**config.mk**
```make
export PLATFORM = sky130hd
export DESIGN_NAME = bus_mmio_flat
export DESIGN_NICKNAME = d
export VERILOG_FILES = /design/src/rtl/bmmio_pkg.sv /design/src/rtl/bus_mmio_if.sv /design/src/rtl/bus_mmio.sv /design/src/flat_wrapper.sv
export SDC_FILE = /design/constraint.sdc
export NUM_CORES = 1
export LEC_CHECK = 0
export CORE_AREA = 5 5 161 163
export DETAILED_ROUTE_END_ITERATION = 8
export DIE_AREA = 0 0 166 168
export PLACE_DENSITY = 0.54
export SYNTH_ARGS = -nofsm -noshare
export SYNTH_HDL_FRONTEND = slang
export SYNTH_SLANG_ARGS = --single-unit
```
**constraint.sdc**
```tcl
create_clock -name clk_core -period 4.63 [get_ports clk_core]
set_clock_uncertainty 0.05 [all_clocks]
set_input_delay 0.926 -clock clk_core [delete_from_list [all_inputs] [get_ports clk_core]]
set_output_delay 0.926 -clock clk_core [all_outputs]
set_load 0.1 [all_outputs]
```
**src/rtl/bmmio_pkg.sv**
```systemverilog
// Shared types and address-field constants for the MMIO bus bridge.
package bmmio_pkg;

    localparam int unsigned NSLOT      = 8;
    localparam int unsigned SLOT_LSB   = 9;
    localparam int unsigned SLOT_MSB   = 11;
    localparam int unsigned OFFSET_LSB = 2;
    localparam int unsigned OFFSET_MSB = 8;
    localparam int unsigned SLOT_W     = SLOT_MSB - SLOT_LSB + 1;
    localparam int unsigned OFFSET_W   = OFFSET_MSB - OFFSET_LSB + 1;
    localparam logic [31:0] MMIO_BASE  = 32'h0200_0000;

    typedef enum logic [2:0] {
        ST_IDLE,
        ST_WDATA,
        ST_WDRAIN,
        ST_ACCESS,
        ST_RESP,
        ST_ERROR
    } state_e;

endpackage

```
**src/rtl/bus_mmio_if.sv**
```systemverilog
// Main-bus side of the MMIO bridge: command, write-data, read-data and error channels.
interface bus_mmio_if;

    logic        bmain_cvalid_bmmio;
    logic        bmmio_cready;
    logic        bmain_cmd;
    logic [27:2] bmain_addr;
    logic        bmain_wvalid_bmmio;
    logic        bmmio_wready;
    logic        bmain_wlast;
    logic [31:0] bmain_wdata;
    logic [3:0]  bmain_wmask;
    logic        bmmio_rvalid;
    logic        bmain_rready_bmmio;
    logic [31:0] bmmio_rdata;
    logic        bmmio_error;
    logic        bmain_eack_bmmio;

    modport master (
        output bmain_cvalid_bmmio, bmain_cmd, bmain_addr,
               bmain_wvalid_bmmio, bmain_wlast, bmain_wdata, bmain_wmask,
               bmain_rready_bmmio, bmain_eack_bmmio,
        input  bmmio_cready, bmmio_wready, bmmio_rvalid, bmmio_rdata, bmmio_error
    );

    modport slave (
        input  bmain_cvalid_bmmio, bmain_cmd, bmain_addr,
               bmain_wvalid_bmmio, bmain_wlast, bmain_wdata, bmain_wmask,
               bmain_rready_bmmio, bmain_eack_bmmio,
        output bmmio_cready, bmmio_wready, bmmio_rvalid, bmmio_rdata, bmmio_error
    );

endinterface

```
**src/rtl/bus_mmio.sv**
```systemverilog
// Single-beat MMIO bridge: decodes the 4 KiB window into 8 peripheral slots over sel/ack,
// with bus errors for unpopulated slots, peripheral timeout and multi-beat writes.
module bus_mmio
    import bmmio_pkg::*;
#(
    parameter logic [NSLOT-1:0] SLOT_MASK = 8'hff,
    parameter int unsigned      TIMEOUT   = 255
) (
    input  logic                         clk_core,
    input  logic                         reset,
    bus_mmio_if.slave                    bus,
    output logic [NSLOT-1:0]             bmmio_psel,
    output logic                         bmmio_pwe,
    output logic [OFFSET_MSB:OFFSET_LSB] bmmio_paddr,
    output logic [31:0]                  bmmio_pwdata,
    output logic [3:0]                   bmmio_pwmask,
    input  logic [NSLOT-1:0]             periph_ack,
    input  logic [32*NSLOT-1:0]          periph_rdata
);

    localparam int unsigned CNT_W = (TIMEOUT == 0) ? 1 : $clog2(TIMEOUT + 1);

    state_e              state_q, state_d;
    logic [CNT_W-1:0]    cnt_q, cnt_d;
    logic                cready_q, cready_d;
    logic                wready_q, wready_d;
    logic                rvalid_q, rvalid_d;
    logic                error_q, error_d;
    logic [NSLOT-1:0]    psel_q, psel_d;
    logic                pwe_q, pwe_d;
    logic                cmd_q, cmd_d;
    logic [SLOT_W-1:0]   slot_q, slot_d;
    logic [OFFSET_W-1:0] off_q, off_d;
    logic [31:0]         wdata_q, wdata_d;
    logic [3:0]          wmask_q, wmask_d;
    logic [31:0]         rdata_q, rdata_d;

    logic                cmd_beat_c, w_beat_c, ack_hit_c, tmo_hit_c;
    logic [SLOT_W-1:0]   in_slot_c;
    logic                unused_addr_c;

    assign cmd_beat_c    = bus.bmain_cvalid_bmmio & cready_q;
    assign w_beat_c      = bus.bmain_wvalid_bmmio & wready_q;
    assign in_slot_c     = bus.bmain_addr[SLOT_MSB:SLOT_LSB];
    assign ack_hit_c     = periph_ack[slot_q];
    assign tmo_hit_c     = (TIMEOUT != 0) && (cnt_q == CNT_W'(TIMEOUT - 1));
    assign unused_addr_c = ^bus.bmain_addr[27:12];

    // Next state, latched transaction fields and next registered outputs.
    always_comb begin
        state_d = state_q;
        cnt_d   = cnt_q;
        cmd_d   = cmd_q;
        slot_d  = slot_q;
        off_d   = off_q;
        wdata_d = wdata_q;
        wmask_d = wmask_q;
        rdata_d = rdata_q;

        unique case (state_q)
            ST_IDLE: begin
                if (cmd_beat_c) begin
                    cmd_d  = bus.bmain_cmd;
                    slot_d = in_slot_c;
                    off_d  = bus.bmain_addr[OFFSET_MSB:OFFSET_LSB];
                    if (!bus.bmain_cmd)          state_d = ST_WDATA;
                    else if (SLOT_MASK[in_slot_c]) state_d = ST_ACCESS;
                    else                         state_d = ST_ERROR;
                end
            end
            ST_WDATA: begin
                if (w_beat_c) begin
                    wdata_d = bus.bmain_wdata;
                    wmask_d = bus.bmain_wmask;
                    if (!bus.bmain_wlast)            state_d = ST_WDRAIN;
                    else if (!SLOT_MASK[slot_q])     state_d = ST_ERROR;
                    else if (bus.bmain_wmask == 4'h0) state_d = ST_IDLE;
                    else                             state_d = ST_ACCESS;
                end
            end
            ST_WDRAIN: begin
                if (w_beat_c && bus.bmain_wlast) state_d = ST_ERROR;
            end
            ST_ACCESS: begin
                cnt_d = (cnt_q == '1) ? cnt_q : cnt_q + CNT_W'(1);
                // An ack in the timeout cycle still completes the access.
                if (ack_hit_c) begin
                    if (cmd_q) begin
                        rdata_d = periph_rdata[{slot_q, 5'd0} +: 32];
                        state_d = ST_RESP;
                    end else begin
                        state_d = ST_IDLE;
                    end
                end else if (tmo_hit_c) begin
                    state_d = ST_ERROR;
                end
            end
            ST_RESP: begin
                if (bus.bmain_rready_bmmio) state_d = ST_IDLE;
            end
            ST_ERROR: begin
                if (bus.bmain_eack_bmmio) state_d = ST_IDLE;
            end
            default: state_d = ST_IDLE;
        endcase

        if (state_d == ST_ACCESS && state_q != ST_ACCESS) cnt_d = '0;

        cready_d = (state_d == ST_IDLE);
        wready_d = (state_d == ST_WDATA) || (state_d == ST_WDRAIN);
        rvalid_d = (state_d == ST_RESP);
        error_d  = (state_d == ST_ERROR);
        psel_d   = (state_d == ST_ACCESS) ? (NSLOT'(1) << slot_d) : '0;
        pwe_d    = (state_d == ST_ACCESS) && !cmd_d;
    end

    // Control state and handshake outputs.
    always_ff @(posedge clk_core) begin
        if (reset) begin
            state_q  <= ST_IDLE;
            cnt_q    <= '0;
            cready_q <= 1'b1;
            wready_q <= 1'b0;
            rvalid_q <= 1'b0;
            error_q  <= 1'b0;
            psel_q   <= '0;
            pwe_q    <= 1'b0;
        end else begin
            state_q  <= state_d;
            cnt_q    <= cnt_d;
            cready_q <= cready_d;
            wready_q <= wready_d;
            rvalid_q <= rvalid_d;
            error_q  <= error_d;
            psel_q   <= psel_d;
            pwe_q    <= pwe_d;
        end
    end

    // Transaction data registers carry no reset.
    always_ff @(posedge clk_core) begin
        cmd_q   <= cmd_d;
        slot_q  <= slot_d;
        off_q   <= off_d;
        wdata_q <= wdata_d;
        wmask_q <= wmask_d;
        rdata_q <= rdata_d;
    end

    assign bus.bmmio_cready = cready_q;
    assign bus.bmmio_wready = wready_q;
    assign bus.bmmio_rvalid = rvalid_q;
    assign bus.bmmio_rdata  = rdata_q;
    assign bus.bmmio_error  = error_q;
    assign bmmio_psel       = psel_q;
    assign bmmio_pwe        = pwe_q;
    assign bmmio_paddr      = off_q;
    assign bmmio_pwdata     = wdata_q;
    assign bmmio_pwmask     = wmask_q;

endmodule

```
**src/flat_wrapper.sv**
```systemverilog
// flat-port wrapper written by rule: the top's interface ports become plain ports
module bus_mmio_flat import bmmio_pkg::*;
#(
    parameter logic [NSLOT-1:0] SLOT_MASK = 8'hff,
    parameter int unsigned      TIMEOUT   = 255
)
  (clk_core, reset, bmmio_psel, bmmio_pwe, bmmio_paddr, bmmio_pwdata, bmmio_pwmask, periph_ack, periph_rdata, bus_bmain_cvalid_bmmio, bus_bmain_cmd, bus_bmain_addr, bus_bmain_wvalid_bmmio, bus_bmain_wlast, bus_bmain_wdata, bus_bmain_wmask, bus_bmain_rready_bmmio, bus_bmain_eack_bmmio, bus_bmmio_cready, bus_bmmio_wready, bus_bmmio_rvalid, bus_bmmio_rdata, bus_bmmio_error);
  bus_mmio_if bus_i ();
  input  logic clk_core;
  input  logic reset;
  output logic [NSLOT-1:0] bmmio_psel;
  output logic bmmio_pwe;
  output logic [OFFSET_MSB:OFFSET_LSB] bmmio_paddr;
  output logic [31:0] bmmio_pwdata;
  output logic [3:0] bmmio_pwmask;
  input  logic [NSLOT-1:0] periph_ack;
  input  logic [32*NSLOT-1:0] periph_rdata;
  input wire logic [$bits(bus_i.bmain_cvalid_bmmio)-1:0] bus_bmain_cvalid_bmmio;
  input wire logic [$bits(bus_i.bmain_cmd)-1:0] bus_bmain_cmd;
  input wire logic [$bits(bus_i.bmain_addr)-1:0] bus_bmain_addr;
  input wire logic [$bits(bus_i.bmain_wvalid_bmmio)-1:0] bus_bmain_wvalid_bmmio;
  input wire logic [$bits(bus_i.bmain_wlast)-1:0] bus_bmain_wlast;
  input wire logic [$bits(bus_i.bmain_wdata)-1:0] bus_bmain_wdata;
  input wire logic [$bits(bus_i.bmain_wmask)-1:0] bus_bmain_wmask;
  input wire logic [$bits(bus_i.bmain_rready_bmmio)-1:0] bus_bmain_rready_bmmio;
  input wire logic [$bits(bus_i.bmain_eack_bmmio)-1:0] bus_bmain_eack_bmmio;
  output wire logic [$bits(bus_i.bmmio_cready)-1:0] bus_bmmio_cready;
  output wire logic [$bits(bus_i.bmmio_wready)-1:0] bus_bmmio_wready;
  output wire logic [$bits(bus_i.bmmio_rvalid)-1:0] bus_bmmio_rvalid;
  output wire logic [$bits(bus_i.bmmio_rdata)-1:0] bus_bmmio_rdata;
  output wire logic [$bits(bus_i.bmmio_error)-1:0] bus_bmmio_error;
  assign bus_i.bmain_cvalid_bmmio = bus_bmain_cvalid_bmmio;
  assign bus_i.bmain_cmd = bus_bmain_cmd;
  assign bus_i.bmain_addr = bus_bmain_addr;
  assign bus_i.bmain_wvalid_bmmio = bus_bmain_wvalid_bmmio;
  assign bus_i.bmain_wlast = bus_bmain_wlast;
  assign bus_i.bmain_wdata = bus_bmain_wdata;
  assign bus_i.bmain_wmask = bus_bmain_wmask;
  assign bus_i.bmain_rready_bmmio = bus_bmain_rready_bmmio;
  assign bus_i.bmain_eack_bmmio = bus_bmain_eack_bmmio;
  assign bus_bmmio_cready = bus_i.bmmio_cready;
  assign bus_bmmio_wready = bus_i.bmmio_wready;
  assign bus_bmmio_rvalid = bus_i.bmmio_rvalid;
  assign bus_bmmio_rdata = bus_i.bmmio_rdata;
  assign bus_bmmio_error = bus_i.bmmio_error;
  bus_mmio #(.SLOT_MASK(SLOT_MASK), .TIMEOUT(TIMEOUT)) u_core (.clk_core(clk_core), .reset(reset), .bus(bus_i), .bmmio_psel(bmmio_psel), .bmmio_pwe(bmmio_pwe), .bmmio_paddr(bmmio_paddr), .bmmio_pwdata(bmmio_pwdata), .bmmio_pwmask(bmmio_pwmask), .periph_ack(periph_ack), .periph_rdata(periph_rdata));
endmodule
```
Word level (Yosys, flattened, before mapping). Memory sizes are Yosys's and may differ from the RTL's. A register that Yosys moved wholly into a read port is not among the register bits. Index checks and enable logic that the tools add are counted.

Add/subtract/negate cells: 1. Multiply operators: 0. Div/mod/pow operators: 0. Magnitude comparators: 2. Eq/ne operators: 13. Shift operators: 2. Mux-type cells: 22. Bitwise logic cells: 4. Reductions and logical operators: 14.

Operators with widths (number): variable part select 256 x 9 -> 32 bit (1); two-way mux 3 bit (14); case mux 3 bit (6 select lines) (1); == test 8 bit, second input constant (2); == test 3 x 2 -> 1 bit, second input constant (4); == test 3 bit, second input constant (4); adder 8 x 1 -> 8 bit, second input constant (1); less-than comparator 3 x 4 -> 1 bit, second input constant (2); left shift 1 x 3 -> 8 bit, first input constant (1); == test 3 x 1 -> 1 bit, second input constant (2); zero test 3 bit (2); AND reduction 2 bit (3); two-way mux 1 bit (5); zero test 4 bit (1); OR reduction 2 bit (2); binary-select mux 1 bit (select 3 bit) (1); logical AND 1 bit (3); != test 3 x 2 -> 1 bit, second input constant (1); AND reduction 3 bit (1); bitwise AND 1 bit (2); two-way mux 2 bit (1); inverter 1 bit (2); zero test 1 bit (1); logical OR 1 bit (1).

Flip-flop bits (word level): 103. Latch bits: 0. RAM bits: 0. Memory bits (read-only): 16. Input port bits: 334. Output and inout bits: 88. Logic and storage cells: 74. Memories kept: 2.

Memory list: (no name shown) (depth 8, width 1, rd ports 1, clocked after Yosys merged registers in 0, wr ports 0, line bus_mmio.sv:67) `else if (SLOT_MASK[in_slot_c]) state_d = ST_ACCESS;`; (no name shown) (depth 8, width 1, rd ports 1, clocked after Yosys merged registers in 1, wr ports 0, line bus_mmio.sv:76) `else if (!SLOT_MASK[slot_q]) state_d = ST_ERROR;`.

Logic depth before layout (Yosys ltp).
Depth in word-level cells: 9. Mapped depth: 7. Depth with buffers taken out: 6.

Least setup slack after synthesis. No wires, ideal clock.

Kind: flip-flop to flip-flop. Start: register u_core.wready_q, in the netlist u_core.bus.bmmio_wready. End: register u_core.wdata_q[0], in the netlist u_core.bmmio_pwdata[0] (enable). Setup time: 0.429 ns. Arrival: 2.815 ns. Data required time: 4.151 ns. Path slack: 1.336 ns. Cell stages (with the launch flop): 3. Buffers on the path: 0. Period minus slack after synthesis: 3.294 ns. Cells stage by stage: dfxtp_1 nand2_1 nor2_1.

Longest elaborated chain between the ends: 2.

Ends and longest elaborated chain: from (decl) (line bus_mmio.sv:26) `logic wready_q, wready_d;`; from (signal assigned) (line bus_mmio.sv:132) `wready_q <= wready_d;`; bitwise AND 1 bit (line bus_mmio.sv:43) `assign w_beat_c = bus.bmain_wvalid_bmmio & wready_q;`; AND reduction 2 bit (no line); to (signal assigned) (line bus_mmio.sv:145) `wdata_q <= wdata_d;`; to (decl) (line bus_mmio.sv:34) `logic [31:0] wdata_q, wdata_d;`.

Every way passes these cells. A chain may end at the register's enable or synchronous reset.

Worst setup path after layout.
Start: register u_core.wready_q, in the netlist u_core.bus.bmmio_wready. End: output bus_bmmio_wready.

RTL lines: to (decl) (line flat_wrapper.sv:28) `output wire logic [$bits(bus_i.bmmio_wready)-1:0] bus_bmmio_wready;`.

No word-level cell between the ends.

==> impl_metrics.env <==
export IMPL_status="finished clean"
export IMPL_worst_path_stages=1
export IMPL_core_area_um2=24200
export IMPL_first_pass_iters=4
export IMPL_routedWlPerCell_um=22.5
export IMPL_wirelength_mm=24.0
export IMPL_cp_required_ns=3.65
export IMPL_syn_nets=670
export IMPL_cts_hold_fix_buffers=0
export IMPL_clockBufferDepth=2
export IMPL_drt_iter0_drc=199
export IMPL_route_detailed_drc=0
export IMPL_cts_buffers=9
export IMPL_num_rows=57
export IMPL_power_mw=4.27
export IMPL_cp_cell_sequence="clkdlybuf4s50_1"
export IMPL_antenna_found_initial=6
export IMPL_start_kind="register"
export IMPL_rrSetupSlack_ns=1.94
export IMPL_yosysSeqAreaShare=0.507
export IMPL_path_buf_inv=1
export IMPL_final_cell_area_um2=10200
export IMPL_place_area_um2=9940
export IMPL_io_pins=422
export IMPL_fin_crit_sh=0.637
export IMPL_grt_pass1_wl_mm=35.0
export IMPL_avgSynthCellArea_um2=16.6
export IMPL_die_area_um2=27900
export IMPL_clock_latency_ns=0.35
export IMPL_finalNonFillerCells=1063
export IMPL_final_max_slew_viol_count=0
export IMPL_max_slew_margin=0.282
export IMPL_crit_path_end="bus_bmmio_wready"
export IMPL_cts_sinks=103
export IMPL_peakVddDrop_mv=0.169
export IMPL_setup_tns_ns=0
export IMPL_crit_arrival_ns=1.97
export IMPL_r2r_end="u_core.bus.bmmio_rdata[10]"
export IMPL_layout_drive_gt1_share=0.181
export IMPL_cts_tree="built"
export IMPL_grt_setup_unrepaired="false"
export IMPL_fin_hold_ws_ns=0.474
export IMPL_cts_root_buffer_cell="clkbuf_16"
export IMPL_timing_fmax_ghz=0.339
export IMPL_power_density_nw_per_um2=417
export IMPL_reg2regPathDepth=5
export IMPL_num_vias=4867
export IMPL_grt_remaining_overflow=0
export IMPL_final_hold_viol_count=0
export IMPL_place_gp_congestion=0.841
export IMPL_portBuffers=405
export IMPL_post_route_min_period_ns=2.95
export IMPL_setup_worst_path_class="register to primary output"
export IMPL_cp_slowest_cell="clkdlybuf4s50_1"
export IMPL_area_growth_pct=84.8
export IMPL_drv_cap=0
export IMPL_die_w_um=166
export IMPL_route_met3_wl_mm=2.53
export IMPL_wl_met1_mm=8.76
export IMPL_cts_max_level=3
export IMPL_async_reset_ff_frac=0
export IMPL_initial_utilization=0.229
export IMPL_synth_flop_cell="edfxtp_1"
export IMPL_viasPerCell=4.58
export IMPL_yosys_warnings=0
export IMPL_met2_length_mm=12.2
export IMPL_worst_pin_slew_ns=1.07
export IMPL_top_layer="met5"
export IMPL_timing_rr_start="u_core.slot_q[1]"
export IMPL_final_nets=1066
export IMPL_synth_ff_latch_count=103
export IMPL_path_max_fanout=5
export IMPL_endpoint_kind="primary output"
export IMPL_crit_path_start="u_core.bus.bmmio_wready"
export IMPL_netlist_instances=334
export IMPL_fp_dieH_um=168
export IMPL_dp_cells=1043
export IMPL_setup_viol=0
export IMPL_synth_edff_count=75
export IMPL_grt_max_degree=70
export IMPL_synth_distinct_cells=55
export IMPL_clk_pin_slew_worst_paths_ns=0.08
export IMPL_synth_area_um2=5540
export IMPL_grt_pass1_vias=5530
export IMPL_max_stage_delay_ns=1.19
export IMPL_ctsResizeCount=0
export IMPL_antenna_left=0
export IMPL_grtUsageTotal=0.167
export IMPL_holdCritPathClass="register to register"
export IMPL_cts_setup_buffers=0
export IMPL_dp_hpwl_mm=20.0
export IMPL_cpLargestDelayFamily="buffers and inverters"
export IMPL_leakagePower_nw=3.45
## Yosys cell counts (2+ instances only)
| library cell | n | area (um2) |
|---|---|---|
| edfxtp_1 | 75 | 2250 |
| mux4_2 | 64 | 1440 |
| mux2_2 | 33 | 372 |
| dfxtp_1 | 28 | 561 |
| clkbuf_1 | 13 | 48.8 |
| nor2_1 | 12 | 45.0 |
| nand2_1 | 10 | 37.5 |
| buf_2 | 8 | 40.0 |
| inv_1 | 7 | 26.3 |
| mux2i_1 | 7 | 70.1 |
| nand3_1 | 7 | 35.0 |
| nor3_1 | 6 | 30.0 |
| a21oi_1 | 4 | 20.0 |
| nor4_1 | 4 | 25.0 |
| xor2_1 | 4 | 35.0 |
| and2_1 | 3 | 18.8 |
| nor3b_1 | 3 | 22.5 |
| a22oi_1 | 2 | 15.0 |
| buf_4 | 2 | 15.0 |
| ha_1 | 2 | 25.0 |
| nand2b_1 | 2 | 12.5 |
| nand3b_1 | 2 | 15.0 |
| nor2b_1 | 2 | 12.5 |
| o21ai_0 | 2 | 10.0 |
| xnor2_1 | 2 | 17.5 |
## kinds of logic after synthesis
kind of cell             count (synthesis)  share of synthesized area
adder cells (fa/ha/maj)                  2                    0.00451
buffers and inverters                   31                     0.0255
flip-flops                             103                      0.507
AO/OA/AOI/OAI                           26                     0.0447
AND/OR/NAND/NOR                         61                     0.0666
XOR/XNOR                                 6                    0.00948
multiplexers                           105                      0.342
## worst min-delay path by stage
stage                     from         endpoint  slack, ns  cells after the start
2_1_floorplan  u_core.cnt_q[7]  u_core.cnt_q[7]       0.42                      2
3_3_place_gp   u_core.cnt_q[7]  u_core.cnt_q[7]       0.44                      2
3_5_place_dp   u_core.cnt_q[7]  u_core.cnt_q[7]       0.45                      2
4_1_cts        u_core.cnt_q[7]  u_core.cnt_q[7]       0.48                      2
5_1_grt        u_core.cnt_q[3]  u_core.cnt_q[3]       0.52                      2
6_report       u_core.cnt_q[7]  u_core.cnt_q[7]       0.47                      2
## sequential cells by signal (all words and copies together) (netlist names), 3 cells and up
name and flops:
u_core.bus.bmmio_rdata 32, u_core.slot_q 3, u_core.bmmio_pwdata 32, u_core.bmmio_psel 8, u_core.bmmio_pwmask 4, u_core.state_q 3
u_core.bmmio_paddr 7, u_core.cnt_q 8
## metal layers
metal	vias to the layer above	track usage
met5	-	0
met4	4	0.0484
met3	27	0.0727
met1	2383	0.178
met2	269	0.299
li1	2184	-
## layout make-up
cell class / instances / area [um2]
fillers: 2209 / 13900
repair buffers: 409 / 4100
multi-input cells: 200 / 2590
inverters: 7 / 26.3
clock buffers: 9 / 225
diodes: 4 / 10.0
clock inverters: 7 / 66.3
flip-flops and latches: 103 / 2820
well taps: 324 / 405
## where the power goes
part,internal [mW],total [mW],switching [mW]
combinational,1.17,2.08,0.911
clock,0.379,0.766,0.387
sequential,1.16,1.42,0.270
total,2.70,4.27,1.57
## per-stage QoR
step                      worst slack [ns]   util
after CTS                             1.66  0.423
after detailed placement              1.54  0.411
after floorplan                       1.34      -
after global placement                1.55  0.411
final                                 1.68  0.424
after global routing                  1.63  0.424
## worst reg2reg max path, delay by kind of cell (launching register included)
| family | cells | cell delay, ns |
|---|---|---|
| flip-flops | 1 | 0.95 |
| buffers and inverters | 2 | 0.50 |
| AND/OR/NAND/NOR | 2 | 0.40 |
| AO/OA/AOI/OAI | 1 | 0.39 |
## placed cells by master, fill, tap and decap left out, drive strengths merged, types with 4 or more instances in the layout
master and n:
mux4 64, nor4 5, mux2i 7, inv 10, nand2 10, buf 4
xor2 4, nor3 6, edfxtp 75, dfxtp 28, diode 4, nand3 7
clkbuf 9, clkdlybuf4s50 405, clkinv 4, mux2 34, nor2 13, a21oi 5
Note: power is estimated with default switching activity, not from simulation.
